===== config.mk =====
export PLATFORM = sky130hd
export DESIGN_NAME = shapool_job_ctrl_flat
export DESIGN_NICKNAME = d
export VERILOG_FILES = /design/src/rtl/shapool_pkg.sv /design/src/rtl/shapool_job_ctrl_if.sv /design/src/rtl/shapool_flag_encoder.sv /design/src/rtl/shapool_job_ctrl.sv /design/src/flat_wrapper.sv
export SDC_FILE = /design/constraint.sdc
export NUM_CORES = 1
export LEC_CHECK = 0
export ABC_AREA = 1
export BUFFER_PORTS_ARGS = -buffer_cell sky130_fd_sc_hd__buf_2
export CAP_MARGIN = 20
export CORE_AREA = 2 2 318 320
export DETAILED_ROUTE_END_ITERATION = 7
export DIE_AREA = 0 0 320 322
export PLACE_DENSITY = 0.38
export SLEW_MARGIN = 20
export SYNTH_ARGS = -nofsm -noshare
export SYNTH_HDL_FRONTEND = slang
export SYNTH_SLANG_ARGS = --single-unit

===== constraint.sdc =====
create_clock -name clk -period 2.1 [get_ports clk]
set_input_delay 0.315 -clock clk [delete_from_list [all_inputs] [get_ports clk]]
set_output_delay 0.315 -clock clk [all_outputs]
set_load 0.02 [all_outputs]

===== src/rtl/shapool_pkg.sv =====
// Shared definitions for the shapool job controller: FSM states and nonce pipeline constants.
// Imported by the controller top and the flag encoder.
package shapool_pkg;

    typedef enum logic [1:0] {
        IDLE   = 2'd0,
        LOAD   = 2'd1,
        RUN    = 2'd2,
        REPORT = 2'd3
    } jobState_t;

    // The pool's reported nonce runs this many 64-cycle rounds ahead of the hashed one.
    localparam int NONCE_PIPE_DEPTH = 2;
    localparam int NONCE_W          = 32;
    localparam int PHASE_W          = 6;
    localparam int FLAGS_W          = 8;

    function automatic logic [NONCE_W-1:0] rewindNonce(input logic [NONCE_W-1:0] nonce);
        return nonce - NONCE_W'(NONCE_PIPE_DEPTH);
    endfunction

endpackage


===== src/rtl/shapool_job_ctrl_if.sv =====
// Host/pool bundle between the job controller and its surroundings.
// The master side is the host plus the hash pool; the slave side is the controller.
interface shapool_job_ctrl_if;

    logic         job_valid;
    logic         job_ready;
    logic [255:0] job_sha_state;
    logic [95:0]  job_message_head;
    logic [7:0]   job_nonce_start_msb;
    logic         cancel;
    logic         busy;

    logic         result_valid;
    logic         result_ready;
    logic         result_found;
    logic [31:0]  result_nonce;
    logic [7:0]   result_flags;

    logic         pool_reset_n;
    logic [255:0] pool_sha_state;
    logic [95:0]  pool_message_head;
    logic [7:0]   pool_nonce_start_msb;
    logic         pool_success;
    logic [31:0]  pool_nonce;
    logic [7:0]   pool_match_flags;

    modport master (
        output job_valid,
        output job_sha_state,
        output job_message_head,
        output job_nonce_start_msb,
        output cancel,
        output result_ready,
        output pool_success,
        output pool_nonce,
        output pool_match_flags,
        input  job_ready,
        input  busy,
        input  result_valid,
        input  result_found,
        input  result_nonce,
        input  result_flags,
        input  pool_reset_n,
        input  pool_sha_state,
        input  pool_message_head,
        input  pool_nonce_start_msb
    );

    modport slave (
        input  job_valid,
        input  job_sha_state,
        input  job_message_head,
        input  job_nonce_start_msb,
        input  cancel,
        input  result_ready,
        input  pool_success,
        input  pool_nonce,
        input  pool_match_flags,
        output job_ready,
        output busy,
        output result_valid,
        output result_found,
        output result_nonce,
        output result_flags,
        output pool_reset_n,
        output pool_sha_state,
        output pool_message_head,
        output pool_nonce_start_msb
    );

endinterface


===== src/rtl/shapool_flag_encoder.sv =====
// Combinational priority encoder: index of the lowest set match flag (0 when none is set).
module shapool_flag_encoder
    import shapool_pkg::*;
#(
    parameter int unsigned POOL_SIZE = 2,
    parameter int unsigned INDEX_W   = 1
) (
    input  logic [POOL_SIZE-1:0] i_flags,
    output logic [INDEX_W-1:0]   o_index
);

    // Scanning downward lets the lowest set flag overwrite any higher one.
    always_comb begin
        o_index = '0;
        for (int i = POOL_SIZE - 1; i >= 0; i--) begin
            if (i_flags[i]) begin
                o_index = INDEX_W'(i);
            end
        end
    end

endmodule


===== src/rtl/shapool_job_ctrl.sv =====
// Job controller for a shapool hash pool: loads a job, runs the pool, and reports either a
// golden nonce (rewound past the pool pipeline) or exhaustion of the nonce segment.
module shapool_job_ctrl
    import shapool_pkg::*;
#(
    parameter int unsigned POOL_SIZE      = 2,
    parameter int unsigned POOL_SIZE_LOG2 = 1,
    parameter int unsigned INTERVAL_LIMIT = (32'd1 << (32 - POOL_SIZE_LOG2)) + 32'd1
) (
    input  logic              clk,
    input  logic              reset_n,
    shapool_job_ctrl_if.slave bus
);

    localparam int          LOW_W    = NONCE_W - POOL_SIZE_LOG2;
    localparam logic [31:0] LOW_MASK = 32'hFFFF_FFFF >> POOL_SIZE_LOG2;

    jobState_t                   r_state;
    jobState_t                   w_nextState;

    logic [PHASE_W-1:0]          r_phase;
    logic [31:0]                 r_intervalCnt;

    logic [255:0]                r_shaState;
    logic [95:0]                 r_messageHead;
    logic [7:0]                  r_nonceStartMsb;

    logic                        r_resultFound;
    logic [NONCE_W-1:0]          r_resultNonce;
    logic [FLAGS_W-1:0]          r_resultFlags;

    logic [POOL_SIZE_LOG2-1:0]   w_poolIndex;
    logic [NONCE_W-1:0]          w_rewoundNonce;
    logic [NONCE_W-1:0]          w_mixedNonce;
    logic [NONCE_W-1:0]          w_goldenNonce;
    logic                        w_jobAccept;
    logic                        w_intervalEnd;
    logic                        w_exhausted;
    logic                        w_captureSuccess;
    logic                        w_captureExhaust;

    shapool_flag_encoder #(
        .POOL_SIZE (POOL_SIZE),
        .INDEX_W   (POOL_SIZE_LOG2)
    ) u_flagEncoder (
        .i_flags (bus.pool_match_flags[POOL_SIZE-1:0]),
        .o_index (w_poolIndex)
    );

    // The start segment is folded into bits [31:24] of the rewound word before the
    // pipeline index replaces the top POOL_SIZE_LOG2 bits.
    assign w_rewoundNonce = rewindNonce(bus.pool_nonce);
    assign w_mixedNonce   = w_rewoundNonce ^ {r_nonceStartMsb, 24'd0};
    assign w_goldenNonce  = (w_mixedNonce & LOW_MASK) | {w_poolIndex, {LOW_W{1'b0}}};

    assign w_jobAccept      = (r_state == IDLE) && bus.job_valid;
    assign w_intervalEnd    = (r_phase == '1);
    assign w_exhausted      = w_intervalEnd && (r_intervalCnt == INTERVAL_LIMIT - 32'd1);
    assign w_captureSuccess = (r_state == RUN) && !bus.cancel && bus.pool_success;
    assign w_captureExhaust = (r_state == RUN) && !bus.cancel && !bus.pool_success && w_exhausted;

    always_ff @(posedge clk) begin
        if (!reset_n) begin
            r_state <= IDLE;
        end else begin
            r_state <= w_nextState;
        end
    end

    always_comb begin
        w_nextState = r_state;
        case (r_state)
            IDLE: begin
                if (bus.job_valid) begin
                    w_nextState = LOAD;
                end
            end
            LOAD: begin
                w_nextState = bus.cancel ? IDLE : RUN;
            end
            RUN: begin
                if (bus.cancel) begin
                    w_nextState = IDLE;
                end else if (bus.pool_success || w_exhausted) begin
                    w_nextState = REPORT;
                end
            end
            REPORT: begin
                if (bus.result_ready) begin
                    w_nextState = IDLE;
                end
            end
            default: begin
                w_nextState = IDLE;
            end
        endcase
    end

    always_ff @(posedge clk) begin
        if (!reset_n) begin
            r_shaState      <= '0;
            r_messageHead   <= '0;
            r_nonceStartMsb <= '0;
        end else if (w_jobAccept) begin
            r_shaState      <= bus.job_sha_state;
            r_messageHead   <= bus.job_message_head;
            r_nonceStartMsb <= bus.job_nonce_start_msb;
        end
    end

    // Phase follows the pool's 64-cycle round; it is zero on the first RUN cycle.
    always_ff @(posedge clk) begin
        if (!reset_n) begin
            r_phase       <= '0;
            r_intervalCnt <= '0;
        end else if (r_state == LOAD) begin
            r_phase       <= '0;
            r_intervalCnt <= '0;
        end else if (r_state == RUN) begin
            r_phase <= r_phase + PHASE_W'(1);
            if (w_intervalEnd) begin
                r_intervalCnt <= r_intervalCnt + 32'd1;
            end
        end
    end

    always_ff @(posedge clk) begin
        if (!reset_n) begin
            r_resultFound <= 1'b0;
            r_resultNonce <= '0;
            r_resultFlags <= '0;
        end else if (w_captureSuccess) begin
            r_resultFound <= 1'b1;
            r_resultNonce <= w_goldenNonce;
            r_resultFlags <= bus.pool_match_flags;
        end else if (w_captureExhaust) begin
            r_resultFound <= 1'b0;
            r_resultNonce <= '0;
            r_resultFlags <= '0;
        end
    end

    assign bus.job_ready            = (r_state == IDLE);
    assign bus.busy                 = (r_state != IDLE);
    assign bus.result_valid         = (r_state == REPORT);
    assign bus.result_found         = r_resultFound;
    assign bus.result_nonce         = r_resultNonce;
    assign bus.result_flags         = r_resultFlags;
    assign bus.pool_reset_n         = (r_state == RUN);
    assign bus.pool_sha_state       = r_shaState;
    assign bus.pool_message_head    = r_messageHead;
    assign bus.pool_nonce_start_msb = r_nonceStartMsb;

endmodule

===== src/flat_wrapper.sv =====
// flat-port wrapper written by rule: the top's interface ports become plain ports
module shapool_job_ctrl_flat import shapool_pkg::*;
#(
    parameter int unsigned POOL_SIZE      = 2,
    parameter int unsigned POOL_SIZE_LOG2 = 1,
    parameter int unsigned INTERVAL_LIMIT = (32'd1 << (32 - POOL_SIZE_LOG2)) + 32'd1
)
  (clk, reset_n, bus_job_valid, bus_job_sha_state, bus_job_message_head, bus_job_nonce_start_msb, bus_cancel, bus_result_ready, bus_pool_success, bus_pool_nonce, bus_pool_match_flags, bus_job_ready, bus_busy, bus_result_valid, bus_result_found, bus_result_nonce, bus_result_flags, bus_pool_reset_n, bus_pool_sha_state, bus_pool_message_head, bus_pool_nonce_start_msb);
  shapool_job_ctrl_if bus_i ();
  input  logic clk;
  input  logic reset_n;
  input wire logic [$bits(bus_i.job_valid)-1:0] bus_job_valid;
  input wire logic [$bits(bus_i.job_sha_state)-1:0] bus_job_sha_state;
  input wire logic [$bits(bus_i.job_message_head)-1:0] bus_job_message_head;
  input wire logic [$bits(bus_i.job_nonce_start_msb)-1:0] bus_job_nonce_start_msb;
  input wire logic [$bits(bus_i.cancel)-1:0] bus_cancel;
  input wire logic [$bits(bus_i.result_ready)-1:0] bus_result_ready;
  input wire logic [$bits(bus_i.pool_success)-1:0] bus_pool_success;
  input wire logic [$bits(bus_i.pool_nonce)-1:0] bus_pool_nonce;
  input wire logic [$bits(bus_i.pool_match_flags)-1:0] bus_pool_match_flags;
  output wire logic [$bits(bus_i.job_ready)-1:0] bus_job_ready;
  output wire logic [$bits(bus_i.busy)-1:0] bus_busy;
  output wire logic [$bits(bus_i.result_valid)-1:0] bus_result_valid;
  output wire logic [$bits(bus_i.result_found)-1:0] bus_result_found;
  output wire logic [$bits(bus_i.result_nonce)-1:0] bus_result_nonce;
  output wire logic [$bits(bus_i.result_flags)-1:0] bus_result_flags;
  output wire logic [$bits(bus_i.pool_reset_n)-1:0] bus_pool_reset_n;
  output wire logic [$bits(bus_i.pool_sha_state)-1:0] bus_pool_sha_state;
  output wire logic [$bits(bus_i.pool_message_head)-1:0] bus_pool_message_head;
  output wire logic [$bits(bus_i.pool_nonce_start_msb)-1:0] bus_pool_nonce_start_msb;
  assign bus_i.job_valid = bus_job_valid;
  assign bus_i.job_sha_state = bus_job_sha_state;
  assign bus_i.job_message_head = bus_job_message_head;
  assign bus_i.job_nonce_start_msb = bus_job_nonce_start_msb;
  assign bus_i.cancel = bus_cancel;
  assign bus_i.result_ready = bus_result_ready;
  assign bus_i.pool_success = bus_pool_success;
  assign bus_i.pool_nonce = bus_pool_nonce;
  assign bus_i.pool_match_flags = bus_pool_match_flags;
  assign bus_job_ready = bus_i.job_ready;
  assign bus_busy = bus_i.busy;
  assign bus_result_valid = bus_i.result_valid;
  assign bus_result_found = bus_i.result_found;
  assign bus_result_nonce = bus_i.result_nonce;
  assign bus_result_flags = bus_i.result_flags;
  assign bus_pool_reset_n = bus_i.pool_reset_n;
  assign bus_pool_sha_state = bus_i.pool_sha_state;
  assign bus_pool_message_head = bus_i.pool_message_head;
  assign bus_pool_nonce_start_msb = bus_i.pool_nonce_start_msb;
  shapool_job_ctrl #(.POOL_SIZE(POOL_SIZE), .POOL_SIZE_LOG2(POOL_SIZE_LOG2), .INTERVAL_LIMIT(INTERVAL_LIMIT)) u_core (.clk(clk), .reset_n(reset_n), .bus(bus_i));
endmodule

==> results list <==
- For this design the static power due to leakage is 0.0132 uW.
* Maximum number of pins on one net before global-route repair: 167
- Port buffer count: 809
* Cell count after synthesis: 2318
* Filler Cells Inserted: 11.0k
- For this run, the post-layout net count is 3884.
- The initial utilization of the core area, before any placement, comes to 0.171.
* Arrival time worst endpoint: 1.50 ns
- Mean routed wirelength per cell: 16.9 um
* Number of DRC violations after detailed routing: 0
- Master cell of the clock root buffer: sky130_fd_sc_hd__clkbuf_16
* Setup TNS: 0 ns
- Fraction of the yosys area taken by sequential cells: 0.519
* Area fraction of the dominant cell type after synthesis: 0.519
* Min-Delay Path Class: input port to flop
- Post-Syn Area: 0.0170 mm2
* Netlist cell types: 36
- DP Wirelength: 59900 um
* Kind of end point of the critical path: primary output
* Register area: 0.00883 mm2
* Combined global-route utilization of all metal layers: 0.150
* CTS tree: built
- Post-DRT Antenna Nets: 0
* Measured slew at the worst slew-check pin: 0.883 ns
- The startpoint identified for the worst register-to-register timing path is u_core.r_intervalCnt[9].
* Fraction of layout cells with a size suffix above 1: 0.278
- The max-slew violation count came to 0.
* Final period utilization: 0.865
- Number of nets in the synthesized netlist: 2728
- The Yosys step of the flow raised 0 warnings.
- Power spread over the standard cell area amounts to 969 mW/mm2.
* Core Area: 0.0996 mm2
- Buffers inserted during clock tree synthesis total 56.
- Dominant synthesized flop cell: sky130_fd_sc_hd__dfxtp_1
- Worst Setup Start Kind: flop
- Max transition margin: 0.411
* Shortest period the worst path allows: 1.82 ns
* Register-to-register path setup slack: 0.29 ns
* Area occupied by multi-input gates: 0.00728 mm2
- Static timing analysis puts the maximum clock frequency at 551 MHz.
- Worst min-delay path endpoint: u_core.bus.result_nonce[14]
* Crit-path max FO: 6
- Synthesized flop and latch total: 441
- Die X: 320 um
- Final core utilization: 0.285
- 1st-pass router iterations: 5
- Worst reg-to-reg path cell count: 9
* Total of endpoints with negative setup slack in the final report: 0
- CP Data Required Time: 1.78 ns
- Dividing the detail-routed via count by the number of cells gives 4.00.
* Number of H-tree levels: 2
* Cell type with the highest aggregate area in the netlist: sky130_fd_sc_hd__dfxtp_1
- Area growth from synthesis to layout: 66.5%
- The via count of the first global-routing pass is 19.3k.
- The number of gates resized after CTS was 0.
- Type of the worst setup path: flop to primary output
- Antenna violations before repair: 10
- Max-cap violations: 0
* Clock skew after layout: 0.0185 ns
- Gr ovfl total: 0
* Post-CTS clock slew at the launch and capture registers of the worst setup and hold paths: 0.06 ns
- The run finished with clean final reports.
- The clock net in this run drives a total of 441 sinks.
- Chip height: 322 um
- Worst min-delay path startpoint: bus_pool_nonce[14]
- 811 I/O pins were placed.
- The number of endpoints with negative hold slack in the final report was 0.
- Unrepaired setup endpoints after global routing: no
- Reg2Reg Capture Point: u_core.r_intervalCnt[25]
- The later pin in the worst-skew pair is clocked with a latency of 0.65 ns.
- Area of the die: 0.103 mm2
* Top cells by area, synth: sky130_fd_sc_hd__dfxtp_1, sky130_fd_sc_hd__nor2_1, sky130_fd_sc_hd__o21ai_0
- Fraction of registers with async set or reset after synthesis: 0
- After the first detailed-routing iteration, the DRC count stood at 998.
* CTS max path bufs: 3
* Via count: 19.2k
- First-pass GRT wire length: 120000 um
* Post-Syn Area per Cell: 7.34 um2
* Min-Delay Path Depth: 4
- Number of flops mapped to enable cells by yosys: 0
* IR drop worst, VDD: 0.644 mV
- The floorplan has 116 rows.
- Summing internal, switching and leakage power gives 27500 uW.
- At the end of routability-driven placement, the weighted congestion stood at 0.818.
- Post-Route WL: 81300 um
==> sequential cells by signal (all words and copies together), names as in the netlist <==
| name | count |
|---|---|
| u_core.bus.pool_message_head | 96 |
| u_core.bus.pool_nonce_start_msb | 8 |
| u_core.bus.pool_sha_state | 256 |
| u_core.bus.result_flags | 8 |
| u_core.bus.result_found | 1 |
| u_core.bus.result_nonce | 32 |
| u_core.r_intervalCnt | 32 |
| u_core.r_phase | 6 |
| u_core.r_state | 2 |
==> routing by layer <==
layer	GRT usage	vias to the layer above	routed length (um)
met3	0.0347	141	4790
met2	0.252	625	38600
met5	0	-	53
met4	0.0592	8	2830
met1	0.185	8692	35000
li1	-	9776	-
==> stage by stage <==
step	std cells	setup slack (ns)	hold WS [ns]	area, um2
final	4816	0.284	0.0825	28300
after global routing	4816	0.0890	0.0674	28300
after CTS	4814	0.193	0.0119	28300
after detailed placement	4333	0.283	0.472	22600
after global placement	4333	0.281	0.465	22600
after floorplan	2318	0.504	0.450	17000
==> cell families (layout without fill, tap and decap cells) <==
family                     Yosys count  after routing  synth area share
AOI/OAI and AO/OA                  464            464             0.138
xor gates and xnor gates            20             20            0.0103
adders and majority gates            4              4           0.00294
buffers and inverters              215           1413            0.0537
DFF                                441            441             0.519
other                                0              2                 0
and+or+nand+nor                   1174           1174             0.277
==> Yosys cell counts (4+ instances only) <==
| library cell | instances |
|---|---|
| sky130_fd_sc_hd__a21oi_1 | 75 |
| sky130_fd_sc_hd__xnor2_1 | 11 |
| sky130_fd_sc_hd__xor2_1 | 9 |
| sky130_fd_sc_hd__o21ai_0 | 318 |
| sky130_fd_sc_hd__o21ai_1 | 62 |
| sky130_fd_sc_hd__nand4_1 | 7 |
| sky130_fd_sc_hd__inv_2 | 5 |
| sky130_fd_sc_hd__nand3b_1 | 10 |
| sky130_fd_sc_hd__o21bai_1 | 5 |
| sky130_fd_sc_hd__inv_1 | 69 |
| sky130_fd_sc_hd__nor2_1 | 837 |
| sky130_fd_sc_hd__nand3_1 | 94 |
| sky130_fd_sc_hd__nor2_2 | 6 |
| sky130_fd_sc_hd__nor2_4 | 4 |
| sky130_fd_sc_hd__nor3_1 | 16 |
| sky130_fd_sc_hd__ha_1 | 4 |
| sky130_fd_sc_hd__buf_2 | 70 |
| sky130_fd_sc_hd__clkbuf_1 | 63 |
| sky130_fd_sc_hd__nand2_2 | 4 |
| sky130_fd_sc_hd__nand2_1 | 186 |
| sky130_fd_sc_hd__dfxtp_1 | 441 |
==> cell usage in the layout (no fill, tap or decap), drive strengths merged, types with 75 or more instances in the layout <==
cell,count
inv,78
nand3,94
clkbuf,78
nand2,190
dlygate4sd3,381
nor2,848
a21oi,75
dfxtp,441
buf,857
o21ai,380
==> worst max-delay path by stage <==
| stage | startpoint | to | cells after the start |
|---|---|---|---|
| final | u_core.r_state[1] | bus_pool_reset_n | 4 |
| after global routing | u_core.r_phase[1] | u_core.r_intervalCnt[31] | 9 |
| after CTS | u_core.r_state[1] | bus_pool_reset_n | 4 |
| after detailed placement | bus_pool_nonce[5] | u_core.bus.result_nonce[24] | 10 |
| after global placement | u_core.r_phase[0] | u_core.r_intervalCnt[31] | 9 |
| after floorplan | u_core.r_state[0] | u_core.bus.pool_nonce_start_msb[0] | 8 |
==> critical path, cell delays in order (launching register included) <==
cell and delay, ns:
sky130_fd_sc_hd__dfxtp_1 0.37, sky130_fd_sc_hd__inv_2 0.07, sky130_fd_sc_hd__nor2_4 0.09, sky130_fd_sc_hd__buf_4 0.16, sky130_fd_sc_hd__buf_2 0.19
==> cell type report <==
cell class | count | area share
Sequential cell | 441 | 0.311
Timing Repair Buffer | 1238 | 0.297
Multi-Input combinational cell | 1662 | 0.257
Inverter | 75 | 0.0102
Clock buffer | 78 | 0.0580
Tap cell | 1298 | 0.0573
Antenna cell | 2 | 0.000177
Clock inverter | 22 | 0.00927
==> report_power, final <==
group | internal, uW | switching (uW)
logic | 2490 | 4720
clock network | 5950 | 4130
registers | 9600 | 584
total | 18000 | 9440
==> timing repair <==
action / CTS / global route
hold buffers: 381 / 0
endpoints found under the setup margin: 0 / 0
buffers inserted: 0 / 0
hold endpoints to repair: 382 / 0
Note: power is estimated with default switching activity, not from simulation.
